==> config.mk <==
export PLATFORM = sky130hd
export DESIGN_NAME = disp_scan
export DESIGN_NICKNAME = d
export VERILOG_FILES = /design/src/rtl/disp_scan.sv
export SDC_FILE = /design/constraint.sdc
export NUM_CORES = 1
export LEC_CHECK = 0
export CAP_MARGIN = 5
export CORE_AREA = 10 10 119 121
export CTS_CLUSTER_DIAMETER = 30
export DETAILED_ROUTE_END_ITERATION = 8
export DIE_AREA = 0 0 129 131
export DONT_BUFFER_PORTS = 1
export GPL_ROUTABILITY_DRIVEN = 0
export PLACE_DENSITY = 0.68
export SYNTH_ARGS = -nofsm -noshare
export SYNTH_HDL_FRONTEND = slang
export SYNTH_SLANG_ARGS = --single-unit
==> constraint.sdc <==
create_clock -name i_clk -period 4.15 [get_ports i_clk]
set_input_delay 0.415 -clock i_clk [delete_from_list [all_inputs] [get_ports i_clk]]
set_output_delay 0.415 -clock i_clk [all_outputs]
set_load 0.02 [all_outputs]
==> src/rtl/disp_scan.sv <==
// Multiplexed N-digit 7-segment display scanner.
// Each digit slot lasts REFRESH_DIV clocks; the first clock of every slot is blanked
// so the previous digit's segments never ghost onto the next one.
// Optional per-digit blinking is enabled by defining DISP_SCAN_BLINK_EN.
module disp_scan #(
    parameter int unsigned DIGITS       = 8,
    parameter int unsigned REFRESH_DIV  = 50000,
    parameter int unsigned BLINK_FRAMES = 64
) (
    input  logic                      i_clk,
    input  logic                      i_rst,
    input  logic                      i_we,
    input  logic [$clog2(DIGITS)-1:0] i_waddr,
    input  logic [7:0]                i_wdata,
    input  logic                      i_raw,
    input  logic                      i_en,
`ifdef DISP_SCAN_BLINK_EN
    input  logic [DIGITS-1:0]         i_blink,
`endif
    output logic [DIGITS-1:0]         o_ctl,
    output logic [7:0]                o_disp
);

    localparam int unsigned IdxW = $clog2(DIGITS);
    localparam int unsigned CntW = $clog2(REFRESH_DIV);

    if (DIGITS < 2 || DIGITS > 16 || REFRESH_DIV < 2 || BLINK_FRAMES < 1) begin : g_bad_param
        $error("disp_scan: parameter out of range");
    end

    typedef struct packed {
        logic       raw;
        logic [7:0] data;
    } entry_t;

    entry_t            store_q [DIGITS];
    logic [CntW-1:0]   cnt_q, cnt_d;
    logic [IdxW-1:0]   idx_q, idx_d;
    logic [DIGITS-1:0] ctl_q, ctl_d;
    logic [7:0]        disp_q, disp_d;
    logic              cnt_wrap, idx_wrap;

    // Active-low segment pattern for one stored entry.
    function automatic logic [7:0] seg(input entry_t e);
        logic [6:0] hex;
        logic [7:0] res;
        case (e.data[3:0])
            4'h0: hex = 7'h40;
            4'h1: hex = 7'h79;
            4'h2: hex = 7'h24;
            4'h3: hex = 7'h30;
            4'h4: hex = 7'h19;
            4'h5: hex = 7'h12;
            4'h6: hex = 7'h02;
            4'h7: hex = 7'h78;
            4'h8: hex = 7'h00;
            4'h9: hex = 7'h10;
            4'hA: hex = 7'h08;
            4'hB: hex = 7'h03;
            4'hC: hex = 7'h46;
            4'hD: hex = 7'h21;
            4'hE: hex = 7'h06;
            default: hex = 7'h0E;
        endcase
        if (e.raw) res = ~e.data;
        else       res = {~e.data[7], hex};
        return res;
    endfunction

    // Slot counter and round-robin digit index.
    always_comb begin
        cnt_wrap = (cnt_q == CntW'(REFRESH_DIV - 1));
        idx_wrap = (idx_q == IdxW'(DIGITS - 1));
        cnt_d    = cnt_wrap ? '0 : cnt_q + CntW'(1);
        idx_d    = idx_q;
        if (cnt_wrap) idx_d = idx_wrap ? '0 : idx_q + IdxW'(1);
    end

`ifdef DISP_SCAN_BLINK_EN
    localparam int unsigned FrmW = $clog2(BLINK_FRAMES + 1);

    logic [FrmW-1:0] frame_q, frame_d;
    logic            phase_q, phase_d;

    // Frame counter: phase flips after BLINK_FRAMES complete scan frames.
    always_comb begin
        frame_d = frame_q;
        phase_d = phase_q;
        if (cnt_wrap && idx_wrap) begin
            if (frame_q == FrmW'(BLINK_FRAMES - 1)) begin
                frame_d = '0;
                phase_d = ~phase_q;
            end else begin
                frame_d = frame_q + FrmW'(1);
            end
        end
    end

    // Blink state registers.
    always_ff @(posedge i_clk or posedge i_rst) begin
        if (i_rst) begin
            frame_q <= '0;
            phase_q <= 1'b0;
        end else begin
            frame_q <= frame_d;
            phase_q <= phase_d;
        end
    end
`endif

    // Output next-state: blank slot on disable or first cycle of each slot.
    always_comb begin
        ctl_d  = '1;
        disp_d = 8'hFF;
        if (i_en && (cnt_q != '0)) begin
            ctl_d[idx_q] = 1'b0;
            disp_d       = seg(store_q[idx_q]);
`ifdef DISP_SCAN_BLINK_EN
            if (phase_q && i_blink[idx_q]) disp_d = 8'hFF;
`endif
        end
    end

    // Counters and output registers.
    always_ff @(posedge i_clk or posedge i_rst) begin
        if (i_rst) begin
            cnt_q  <= '0;
            idx_q  <= '0;
            ctl_q  <= '1;
            disp_q <= 8'hFF;
        end else begin
            cnt_q  <= cnt_d;
            idx_q  <= idx_d;
            ctl_q  <= ctl_d;
            disp_q <= disp_d;
        end
    end

    // Digit store; reset value {raw=1, data=0} decodes to all segments off.
    always_ff @(posedge i_clk or posedge i_rst) begin
        if (i_rst) begin
            for (int i = 0; i < int'(DIGITS); i++) begin
                store_q[i] <= '{raw: 1'b1, data: 8'h00};
            end
        end else if (i_we && (32'(i_waddr) < DIGITS)) begin
            store_q[i_waddr] <= '{raw: i_raw, data: i_wdata};
        end
    end

    assign o_ctl  = ctl_q;
    assign o_disp = disp_q;

endmodule

==> run summary, run 1 <==
drc violations = 0
Routed WL per cell = 18.99 um
warnings from Yosys = 0
CTS root buf = clkbuf_16
DP Cell Count = 533
first-pass GRT wire length = 17500 um
Setup Skew = 11.34 ps
CP arrival = 3300 ps
class of the worst hold path = in2async
area share of fa/ha/maj cells after synthesis = 0.02658
Internal = 2.089 mW
hpwl dp = 6933 um
max-slew violations = 0
Core Footprint = 11810 um2
cell taking the most area after synthesis = dfrtp_1
mux share of post-synthesis cell area = 0.2363
TritonCTS Buffers = 9
register bit total from synthesis = 107
Slew Limit Headroom = 0.2270
largest net degree at the start of global routing = 74
Switching Fraction = 0.2434
n_diodes = 0
total gr overflow = 0
delay of the slowest critical-path stage = 1110 ps
Setup CP Type = reg2reg
Crit path required time = 4400 ps
synthesized area = 5179 um2
synth unique cells = 59
Final Hold Viols = 0
Net Sw Power = 0.6720 mW
Sum Neg Setup Slack = 0 ps
Worst-path clk slew = 70 ps
synth-to-layout area growth = 9.108%
First-pass DRT Iterations = 4
Clock Sinks = 107
Crit-path slowest cell = dfrtp_1
num rows = 40
Power Density = 488.6 nW/um2
part of the cycle the worst path needs = 0.7347
Synth Area in XOR/XNOR = 0.02368
Synth Net Count = 427
Top Ports = 32
Mapped Cells = 400
post-synth top area share = 0.4011
Syn Area/Cell = 12.95 um2
vias in the first global route = 3195
Die Span X = 129 um
status = complete, no violations
part of the power in the clock network = 0.366
initial drt markers = 246
# H-tree levels = 3
Critical path origin = idx_q[1]
Final min period = 3049 ps
worst-path cell chain = inv_1 > and3_4 > nor4_4 > inv_2 > ha_1 > nand2_1 > o21ai_1 > a2bb2oi_1 > o211ai_1
Simple-Gate Fraction of Synth Area = 0.1109
die span in y = 131 um
Synth area leaders = dfrtp_1 40%, mux2_2 16%, dfstp_2 12%
non-filler cells, final = 549
Port Buffers = 0
Die ar. = 16900 um2
post-CTS setup buffers = 0
Compound-Gate Fraction of Synth Area = 0.05098
Routed WL = 10420 um
measured slew at the worst slew-check pin = 1159 ps
post-CTS resize count = 0
main combinational cell family by area after synthesis = multiplexers
crit path max fanout = 30
hold-fix buffers at CTS = 0
Antenna Nets Post-Route = 0
via count = 3093
share of cells above drive strength 1 = 0.3408
Clk Latency, worst-skew pair = 360 ps
Hold WS = 114.4 ps
worst reg2reg path startpoint = idx_q[1]
Sequential Power Share = 0.486
register area share after synthesis = 0.5228
nets = 424
# Max-Cap Violations = 0
Leakage Power = 2.320 nW
Total GRT Usage = 0.1351
CTS tree = built
most frequent cells in the layout = 83 x dfrtp_1, 72 x mux2_2, 27 x nand2_1
Initial Util = 0.4385
Max Fclk = 0.3280 GHz
startpoint types = flip-flop
fill cell count = 1030
commonest non-fill, non-tap cell in the layout = dfrtp_1
Critical Path End Type = flip-flop
RSZ-0062 raised after global routing = false
Setup-failing EPs final = 0
via/cell ratio = 5.634
Worst IR Drop VDD = 0.0002604 V
Clock Path Buffers = 2
R2R Setup Slk = 1100 ps
Combinational Power Share = 0.148
antenna violations before repair = 0
-- layout make-up --
type,count,area [um2],share of cell area
well taps,147,183.9,0.03255
flip-flops and latches,107,2708,0.4792
multi-input cells,264,2322,0.4110
clock inverters,5,106.4,0.01882
inverters,10,40.04,0.007086
repair buffers,5,37.54,0.006643
clock buffers,11,252.7,0.04473
-- critical path: cells and delay by family, from the launching register on --
kind | cells | cell delay, ps
fa+ha+maj | 1 | 260
compound gates | 3 | 320
flops | 1 | 1110
buf+inv | 2 | 410
simple gates | 3 | 830
-- worst paths after layout --
kind	cells past startpoint	endpoint
max	9	o_disp[5]
max reg2reg	9	o_disp[5]
min	1	cnt_q[2]
max in group asynchronous	2	store_q[44]
min reg2reg	1	store_q[64]
min in group i_clk	1	store_q[64]
-- cell families after synthesis --
logic type	after synthesis
buffers and inverters	29
AO/OA/AOI/OAI	34
AND/OR/NAND/NOR	104
flip-flops	107
XOR/XNOR	14
adder cells (fa/ha/maj)	11
multiplexers	101
-- routing by layer --
layer / track usage / share of wire
met4: 0.04950 / 0.018
met5: 0 / 0
met1: 0.1800 / 0.47
met2: 0.2012 / 0.45
met3: 0.04432 / 0.059
-- power groups by stage --
stage | logic (mW) | clock network (mW) | registers [mW]
floorplan | 0.357 | 0 | 1.33
global placement | 0.394 | 0 | 1.36
detailed placement | 0.410 | 0 | 1.36
CTS | 0.412 | 1.03 | 1.35
global route | 0.456 | 1.07 | 1.37
finish | 0.409 | 1.01 | 1.34
-- Yosys cell counts, drive strengths merged --
master / instances
xnor2: 7
mux4: 8
nand2b: 7
a21oi: 6
and2: 2
inv: 10
a32oi: 2
a211oi: 1
a22oi: 1
buf: 12
nand4b: 3
nor4: 4
or3b: 1
o21a: 1
a2bb2oi: 2
o21ai: 7
nand3: 16
o221ai: 3
nand2: 27
or2: 1
nor2: 18
a31oi: 1
and3: 4
mux2: 77
nand4: 3
o32a: 1
o211ai: 4
ha: 11
and2b: 1
nor3: 4
nand3b: 3
a221oi: 2
o22ai: 2
dfstp: 24
xor2: 7
clkbuf: 7
dfrtp: 83
mux2i: 16
nor3b: 3
nor4b: 1
nor2b: 5
o311ai: 1
and4b: 1
-- sequential cells by signal, summed over array words and instances, names as in the netlist --
register / flops
cnt_q: 16
o_disp: 8
store_q: 72
idx_q: 3
o_ctl: 8
-- stage by stage --
stage               utilization  area, um2  setup slack [ps]  total power, mW
floorplan                     -       5179             957.5            1.689
detailed placement       0.4480       5291              1093            1.773
CTS                      0.4784       5650              1098            2.786
global route             0.4784       5650             718.2            2.897
global placement         0.4480       5291              1226            1.751
finish                   0.4784       5650              1101            2.761
(Power assumes the default switching activity.)
==> inputs of run 2 (changes only) <==
--- a/config.mk
+++ b/config.mk
@@ -12,7 +12,7 @@
 export DIE_AREA = 0 0 129 131
 export DONT_BUFFER_PORTS = 1
 export GPL_ROUTABILITY_DRIVEN = 0
-export PLACE_DENSITY = 0.68
+export PLACE_DENSITY = 0.7
 export SYNTH_ARGS = -nofsm -noshare
 export SYNTH_HDL_FRONTEND = slang
 export SYNTH_SLANG_ARGS = --single-unit
==> constraint.sdc (replaced) <==
create_clock -name i_clk -period 2.45 [get_ports i_clk]
set_input_delay 0.245 -clock i_clk [delete_from_list [all_inputs] [get_ports i_clk]]
set_output_delay 0.245 -clock i_clk [all_outputs]
set_load 0.02 [all_outputs]
==> run 2 against run 1 <==
Routed wire length increased by 4.5%. Count of clock-buffer cells in the layout down 1. Worst setup slack got worse by 950 ps. Highest routed layer unchanged.
==> run summary, run 2 (same netlist as run 1, synthesis figures left out) <==
Critical Path End Type = flip-flop
first-pass GRT wire length = 17860 um (+2.1%)
initial drt markers = 201 (-18%)
max reg flops = 72 (unchanged)
Total GRT Usage = 0.1378 (+0.002735)
Clock Path Buffers = 2 (unchanged)
via/cell ratio = 5.548 (-1.5%)
startpoint types = flip-flop
# Max-Cap Violations = 0 (unchanged)
Leakage Power = 2.419 nW (+4.3%)
# H-tree levels = 3 (unchanged)
n_diodes = 0 (unchanged)
die span in y = 131 um (unchanged)
Regs by FF count = store_q x72, cnt_q x16
Worst-path clk slew = 70 ps (about the same)
Antenna Nets Post-Route = 0 (unchanged)
share of cells above drive strength 1 = 0.3826 (+0.04183)
RSZ-0062 raised after global routing = false
via count = 3179 (+2.8%)
CTS root buf = clkbuf_16
largest net degree at the start of global routing = 38 (-49%)
Core Footprint = 11810 um2 (unchanged)
Setup CP Type = reg2reg
Combinational Power Share = 0.164 (+0.016)
Net Sw Power = 1.146 mW (+70%)
synth-to-layout area growth = 12.56%
finished layout cell area = 5829 um2 (+3.2%)
max-slew violations = 0 (unchanged)
Final Hold Viols = 0 (unchanged)
Power Total = 4.490 mW (+63%)
drc violations = 0 (unchanged)
part of the cycle the worst path needs = 0.9388 (+0.2041)
Sum Neg Setup Slack = 0 ps (unchanged)
part of the power in the clock network = 0.327 (-0.039)
CP arrival = 2570 ps (-730 ps)
routing usage on met2 = 0.2221 (+0.02093)
most frequent cells in the layout = 81 x dfrtp_1, 72 x mux2_2, 27 x nand2_1
Slew Limit Headroom = 0.4691 (+0.2420)
TritonCTS Buffers = 9 (unchanged)
Routed WL per cell = 19.00 um (about the same)
Switching Fraction = 0.2552 (+0.01177)
Reg with most FFs = store_q
GR Util met3 = 0.05036 (+0.006044)
Clock Sinks = 107 (unchanged)
Clk Latency, worst-skew pair = 350 ps (about the same)
Power Density = 770.2 nW/um2 (+58%)
nets = 448 (+5.7%)
Setup-failing EPs final = 0 (unchanged)
vias in the first global route = 3396 (+6.3%)
hpwl dp = 7707 um (+11%)
First-pass DRT Iterations = 4 (unchanged)
crit path max fanout = 12 (-60%)
CTS tree = built
num rows = 40 (unchanged)
Top Ports = 32 (unchanged)
Die ar. = 16900 um2 (unchanged)
Port Buffers = 0 (unchanged)
status = complete, no violations
Final min period = 2300 ps (-748.8 ps)
M1 GR Usage = 0.1742 (-0.005798)
Sequential Power Share = 0.509 (+0.023)
busiest metal layer after global routing = met2
placed inst area = 5473 um2 (+3.4%)
Die Span X = 129 um (unchanged)
total gr overflow = 0 (unchanged)
Initial Util = 0.4385 (unchanged)
Setup Skew = 10.01 ps (-1.325 ps)
antenna violations before repair = 0 (unchanged)
Internal = 3.344 mW (+60%)
Worst IR Drop VDD = 0.0004090 V (+57%)
Routed WL = 10890 um (+4.5%)
Crit path required time = 2720 ps (-1680 ps)
commonest non-fill, non-tap cell in the layout = dfrtp_1
measured slew at the worst slew-check pin = 794.7 ps (-364.7 ps)
class of the worst hold path = in2reg
Max Fclk = 0.4348 GHz (+33%)
==> run 2: changes by cell type in the layout (fill, tap and decap cells not counted), sizes merged <==
cell / change
buf: +23
dlygate4sd3: +1
clkbuf: -1
clkinv: +2
bufinv: -2
clkinvlp: +1
==> run 2: worst paths after layout <==
kind	slack, ps	cells past startpoint	to	start
max	150	9	o_disp[0]	idx_q[1]
min	30	1	store_q[64]	i_wdata[1]
max reg2reg	150	9	o_disp[0]	idx_q[1]
min reg2reg	490	1	store_q[64]	store_q[64]
max in group asynchronous	1160	3	o_disp[7]	i_rst
min in group asynchronous	520	2	cnt_q[15]	i_rst
==> run 2: power groups by stage <==
stage | clock network [mW] | logic (mW) | registers [mW]
after CTS | 1.51 | 0.736 | 2.28
after floorplan | 0 | 0.605 | 2.26
after detailed placement | 0 | 0.730 | 2.32
after global routing | 1.58 | 0.817 | 2.32
after global placement | 0 | 0.700 | 2.30
final | 1.47 | 0.737 | 2.28
==> run 2: metrics by stage <==
stage,instances,worst slack (ps),hold WS [ps],util
floorplan,400,283.5,379.7,-
global placement,552,169.3,283.4,0.4633
detailed placement,552,120.3,293.4,0.4633
CTS,569,84.68,16.51,0.4905
global route,573,9.931,6.536,0.4935
finish,573,149.8,26.61,0.4935
==> run 2: worst max-delay path, cell delays in order, from the launching register on <==
cell      delay (ps)
dfrtp_2          490
or3b_2           480
a21oi_2          200
nor4_4            50
buf_4            170
inv_2             80
ha_1             220
mux2i_1           90
mux2_2           270
o211ai_1         150
==> run 2: area by class of cell <==
class / count / area [um2]
repair buffers: 29 / 257.7
inverters: 10 / 41.29
clock buffers: 10 / 239.0
clock inverters: 6 / 71.32
well taps: 147 / 183.9
flip-flops and latches: 107 / 2710
multi-input cells: 264 / 2326
fillers: 1011 / 5982
==> run 2: per-layer routing <==
metal	vias up	share of wire	routed length [um]
li1	1484	-	-
met1	1638	0.47	5071
met2	50	0.48	5202
met3	7	0.048	521
met4	0	0.0085	93
met5	-	0	0
==> run 2: timing repair <==
item                                    4_1_cts  5_1_grt
gates resized for setup                       0        3
setup buffers                                 0        4
hold buffers                                  1        0
hold endpoints to repair                     24        0
endpoints found under the setup margin        0        5
==> inputs of run 3 (changes only) <==
--- a/config.mk
+++ b/config.mk
@@ -5,6 +5,7 @@
 export SDC_FILE = /design/constraint.sdc
 export NUM_CORES = 1
 export LEC_CHECK = 0
+export ABC_CLOCK_PERIOD_IN_PS = 2450
 export CAP_MARGIN = 5
 export CORE_AREA = 10 10 119 121
 export CTS_CLUSTER_DIAMETER = 30
==> results of run 3 <==
The final DEF is identical to that of run 2; final timing and power are the same.
